`src/rtl/dmem_arbiter_pkg.sv`:
```
// Shared types and constants for the data-memory arbiter and the memory stage.
package dmem_arbiter_pkg;

    localparam int unsigned ADDR_W = 32;
    localparam int unsigned DATA_W = 32;
    localparam int unsigned SIZE_W = 2;

    // Access-size encoding, taken from instruction[13:12].
    localparam logic [SIZE_W-1:0] SIZE_BYTE = 2'b00;
    localparam logic [SIZE_W-1:0] SIZE_HALF = 2'b01;
    localparam logic [SIZE_W-1:0] SIZE_WORD = 2'b10;

    // Store opcode; the memory stage compares against this to form core_we.
    localparam logic [6:0] S_TYPE = 7'b0100011;

    typedef enum logic [1:0] {
        IDLE   = 2'd0,
        CORE   = 2'd1,
        LOADER = 2'd2
    } owner_e;

    typedef struct packed {
        logic              we;
        logic [SIZE_W-1:0] size;
        logic [ADDR_W-1:0] addr;
        logic [DATA_W-1:0] wdata;
    } dmem_req_t;

endpackage

```
`src/rtl/dmem_req_mux.sv`:
```
// Owner select of the dmemory request fields and read-data steering.
// Everything is gated by the grants so an ungranted side never reaches memory.
module dmem_req_mux
    import dmem_arbiter_pkg::*;
(
    input  logic              core_gnt_i,
    input  logic              ld_gnt_i,
    input  dmem_req_t         core_req_i,
    input  dmem_req_t         ld_req_i,
    input  logic [DATA_W-1:0] mem_res_i,
    output dmem_req_t         dmem_o,
    output logic [DATA_W-1:0] core_rdata_o,
    output logic [DATA_W-1:0] ld_rdata_o
);

    always_comb begin
        dmem_o = '0;
        if (core_gnt_i) begin
            dmem_o = core_req_i;
        end else if (ld_gnt_i) begin
            dmem_o = ld_req_i;
        end
    end

    assign core_rdata_o = (core_gnt_i && !core_req_i.we) ? mem_res_i : '0;
    assign ld_rdata_o   = (ld_gnt_i && !ld_req_i.we) ? mem_res_i : '0;

endmodule

```
`src/rtl/dmem_arbiter.sv`:
```
// Two-requester arbiter (memory stage vs loader) for the single dmemory port.
// Define DMEM_ARB_RR_EN for round-robin tie-break in IDLE; default is core-first.
module dmem_arbiter
    import dmem_arbiter_pkg::*;
#(
    parameter int unsigned MAX_BURST = 8,
    parameter int unsigned BURST_W   = 4
) (
    input  logic              clock,
    input  logic              reset,
    input  logic              core_req,
    input  logic              core_we,
    input  logic [SIZE_W-1:0] core_size,
    input  logic [ADDR_W-1:0] core_addr,
    input  logic [DATA_W-1:0] core_wdata,
    output logic              core_gnt,
    output logic [DATA_W-1:0] core_rdata,
    input  logic              ld_req,
    input  logic              ld_we,
    input  logic [SIZE_W-1:0] ld_size,
    input  logic [ADDR_W-1:0] ld_addr,
    input  logic [DATA_W-1:0] ld_wdata,
    input  logic              ld_lock,
    output logic              ld_gnt,
    output logic [DATA_W-1:0] ld_rdata,
    output logic              dmem_read_write,
    output logic [SIZE_W-1:0] dmem_access_size,
    output logic [ADDR_W-1:0] dmem_address,
    output logic [DATA_W-1:0] dmem_data_in,
    input  logic [DATA_W-1:0] dmem_mem_res
);

    localparam logic [BURST_W-1:0] BURST_MAX = BURST_W'(MAX_BURST);

    owner_e             state_q, state_d;
    logic [BURST_W-1:0] cnt_q, cnt_d, cnt_inc;
    logic               core_first;
    dmem_req_t          core_fields, ld_fields, dmem_sel;

    // Grants are gated by reset so nothing reaches memory in a reset cycle.
    assign core_gnt = !reset && (state_q == CORE) && core_req;
    assign ld_gnt   = !reset && (state_q == LOADER) && ld_req;

    // Beats granted in this burst including the current one, saturating.
    assign cnt_inc = (ld_gnt && (cnt_q < BURST_MAX)) ? cnt_q + BURST_W'(1) : cnt_q;

`ifdef DMEM_ARB_RR_EN
    logic last_ld_q, last_ld_d;

    always_comb begin
        last_ld_d = last_ld_q;
        if (state_q == CORE) begin
            last_ld_d = 1'b0;
        end else if (state_q == LOADER) begin
            last_ld_d = 1'b1;
        end
    end

    always_ff @(posedge clock) begin
        if (reset) begin
            last_ld_q <= 1'b1;
        end else begin
            last_ld_q <= last_ld_d;
        end
    end

    assign core_first = last_ld_q;
`else
    assign core_first = 1'b1;
`endif

    always_comb begin
        state_d = state_q;
        cnt_d   = '0;
        case (state_q)
            IDLE: begin
                if (core_req && (!ld_req || core_first)) begin
                    state_d = CORE;
                end else if (ld_req) begin
                    state_d = LOADER;
                end
            end
            CORE: begin
                if (!core_req) begin
                    state_d = ld_req ? LOADER : IDLE;
                end
            end
            LOADER: begin
                // A waiting core bounds the locked burst to MAX_BURST beats.
                if (ld_lock && ld_req && (!core_req || (cnt_inc < BURST_MAX))) begin
                    state_d = LOADER;
                    cnt_d   = cnt_inc;
                end else begin
                    state_d = core_req ? CORE : IDLE;
                end
            end
            default: state_d = IDLE;
        endcase
    end

    always_ff @(posedge clock) begin
        if (reset) begin
            state_q <= IDLE;
            cnt_q   <= '0;
        end else begin
            state_q <= state_d;
            cnt_q   <= cnt_d;
        end
    end

    assign core_fields = '{we: core_we, size: core_size, addr: core_addr, wdata: core_wdata};
    assign ld_fields   = '{we: ld_we, size: ld_size, addr: ld_addr, wdata: ld_wdata};

    dmem_req_mux u_mux (
        .core_gnt_i   (core_gnt),
        .ld_gnt_i     (ld_gnt),
        .core_req_i   (core_fields),
        .ld_req_i     (ld_fields),
        .mem_res_i    (dmem_mem_res),
        .dmem_o       (dmem_sel),
        .core_rdata_o (core_rdata),
        .ld_rdata_o   (ld_rdata)
    );

    assign dmem_read_write  = dmem_sel.we;
    assign dmem_access_size = dmem_sel.size;
    assign dmem_address     = dmem_sel.addr;
    assign dmem_data_in     = dmem_sel.wdata;

endmodule

```
`config.mk`:
```
export PLATFORM = sky130hd
export DESIGN_NAME = dmem_arbiter
export DESIGN_NICKNAME = d
export VERILOG_FILES = /design/src/rtl/dmem_arbiter_pkg.sv /design/src/rtl/dmem_req_mux.sv /design/src/rtl/dmem_arbiter.sv
export SDC_FILE = /design/constraint.sdc
export NUM_CORES = 1
export LEC_CHECK = 0
export CAP_MARGIN = 20
export CORE_AREA = 8 8 113 115
export DETAILED_ROUTE_END_ITERATION = 8
export DIE_AREA = 0 0 121 123
export SETUP_SLACK_MARGIN = 0.1
export SYNTH_ARGS = -nofsm -noshare
export SYNTH_HDL_FRONTEND = slang
export SYNTH_SLANG_ARGS = --single-unit
```
`constraint.sdc`:
```
create_clock -name clock -period 1.4 [get_ports clock]
set_input_delay 0.21 -clock clock [delete_from_list [all_inputs] [get_ports clock]]
set_output_delay 0.21 -clock clock [all_outputs]
set_load 0.05 [all_outputs]
```
==> out/results.tsv <==
metric	value	unit
status	finished with violations	
violations	negative setup slack	
fin_crit	1870	ps
power_density	274	mW/mm^2
cts_made_buffers	3	
vias	2925	
worst_ep_arrival_time	1660	ps
power	0.00202	W
nets	695	
num_rows	39	
htreeDepth	1	
dp_worst_setup_slack	-576	ps
wl_per_cell	22.1	um
io_buffers	303	
drv_cap	0	
start_kind	register	
syn-num-nets	359	
max_freq	535	MHz
p_leak	3.17	nW
cp_max_fo	11	
grt_pass1_wl	20000	um
synth-seq-cells	6	
final_cell_mix	167 x clkdlybuf4s50_1, 126 x buf_12, 67 x a22o_4	
critPathSlowestCell	dfxtp_2	
worst_setup_path_end_kind	primary output	
grt_start_max_net_pins	40	
gr-usage-all-layers	17.3	%
rsz0062_at_grt	yes	
first_iter_violations	77	
maxSlewViolCount	0	
slew_headroom	77.2	%
critical_path.top_delay_family	buffers and inverters	
grt_pass1_vias	3277	
tightest_slew	342	ps
hold_path_class	in -> reg	
root_buffer	clkbuf_16	
routed_wl	14700	um
critPathBufInv	4	
start_util	12.9	%
fin_skew	1.50	ps
gp_congestion	0.799	
synth_cells	187	
grt_overflow	0	
max_stage_delay	340	ps
worst_slack	-468	ps
finalCoreUtilization	66.3	%
ys_types	27	
n_fill_cell	792	
cts_sinks	6	
crit_type	reg -> out	
timing.hold.ws	487	ps
insertion_delay	230	ps
die_w	121	um
period_share	133	%
yosys_warnings	0	
syn-cell-area	0.00143	sq mm
vdd_drop_max	0.313	mV
final_common_cell	clkdlybuf4s50_1	
worst_ep_required_time	1190	ps
path_cells	and4bb_4 -> buf_4 -> buf_6 -> buf_16 -> a22o_4 -> buf_12	
drive_gt1_share	63.9	%
path_clk_slew	30	ps
finalHoldViolCount	0	
finalSetupViolCount	137	
antenna_found_initial	1	
area_growth	413	%
place_hpwl	11600	um
remaining_drc_errors	0	
core_area	0.0111	sq mm
firstDrtPassIters	4	
vias_per_cell	4.40	
cts.path.max_buffers	2	
seq_area_frac_synth	8.38	%
avgSynthCellArea	7.66	sq um
dieHeight	123	um
cts_tree	yes	
die-area	0.0149	sq mm
tns	-54650	ps
pin_count	304	
ant_nets	0	
synthesized netlist by cell type:
library cell	n	area share [%]
a211oi_1	1	0.52
a22o_1	67	41
a22oi_1	1	0.52
a31oi_1	1	0.44
a41oi_1	1	0.61
and2_1	64	28
and2b_4	1	0.70
and4bb_1	1	0.87
buf_2	14	4.9
buf_6	3	2.4
clkbuf_1	5	1.3
dfxtp_1	6	8.4
ha_1	1	0.87
inv_1	1	0.26
inv_2	1	0.26
nand2_1	3	0.79
nand3_1	3	1.0
nand3b_1	1	0.52
nand4_1	3	1.3
nand4bb_4	1	1.9
nor2_1	2	0.52
nor2b_1	1	0.44
nor3_1	1	0.35
o21a_1	1	0.52
o21ai_0	1	0.35
o41ai_1	1	0.61
or4b_2	1	0.70
through the flow:
| step | instances | area [sq um] |
|---|---|---|
| floorplan | 187 | 2130 |
| global placement | 635 | 6590 |
| detailed placement | 635 | 6590 |
| CTS | 651 | 7040 |
| global route | 665 | 7340 |
| finish | 665 | 7340 |
path summary, 6_finish.rpt:
check | start | to | slack (ps) | depth (start not counted)
max | state_q[1] | dmem_access_size[0] | -470 | 6
min | reset | state_q[0] | 490 | 3
max reg2reg | state_q[1] | cnt_q[2] | -90 | 8
min reg2reg | cnt_q[1] | cnt_q[1] | 490 | 2
worst reg2reg max path, delay by kind of cell, from the launching register on:
family,cells,cell delay [ps]
buffers and inverters,5,550
DFF,1,340
and+or+nand+nor,2,290
AOI/OAI and AO/OA,1,220
power breakdown:
| group | internal [W] | switching, W | leakage, nW |
|---|---|---|---|
| logic | 0.000832 | 0.000535 | 3.08 |
| clock network | 0.000367 | 0.000101 | 0.0370 |
| registers | 0.000176 | 0.00000373 | 0.0494 |
| total | 0.00138 | 0.000640 | 3.17 |
area by class of cell:
| cell class | count | area [sq um] | share of cell area (%) |
|---|---|---|---|
| tap | 143 | 179 | 2.44 |
| clock buffer | 3 | 75.1 | 1.02 |
| antenna | 1 | 2.50 | 0.0341 |
| multi-input combinational | 157 | 1970 | 26.8 |
| timing repair buffer | 353 | 4990 | 67.9 |
| inverter | 2 | 12.5 | 0.170 |
| sequential | 6 | 123 | 1.67 |
metal layers:
| layer | vias to the layer above | global-route usage (%) | routed length, um | part of all wire (%) |
|---|---|---|---|---|
| li1 | 1386 | - | - | - |
| met2 | 194 | 31.9 | 7700 | 52 |
| met1 | 1334 | 17.1 | 5120 | 35 |
| met3 | 11 | 9.22 | 1770 | 12 |
| met5 | - | 0 | 0 | 0 |
| met4 | 0 | 2.73 | 116 | 0.79 |
cell families (layout without fill, tap and decap cells):
logic type      Yosys count  count (layout)  share of synthesized area, %
compound gates           74              74                          44.5
simple gates             82              82                          37.1
flops                     6               6                          8.38
fa+ha+maj                 1               1                         0.873
buf+inv                  24             358                          9.08
other cells               0               1                             0
state kept, by name, summed over array words and instances, names as in the netlist:
signal   flops
state_q      2
cnt_q        4
repair_timing:
item,in CTS,in global routing
resized for setup,48,23
setup endpoints to repair,139,139
hold buffers,0,0
cloned,5,8
pin swaps,9,10
setup buffers,8,6
(Power assumes the default switching activity.)
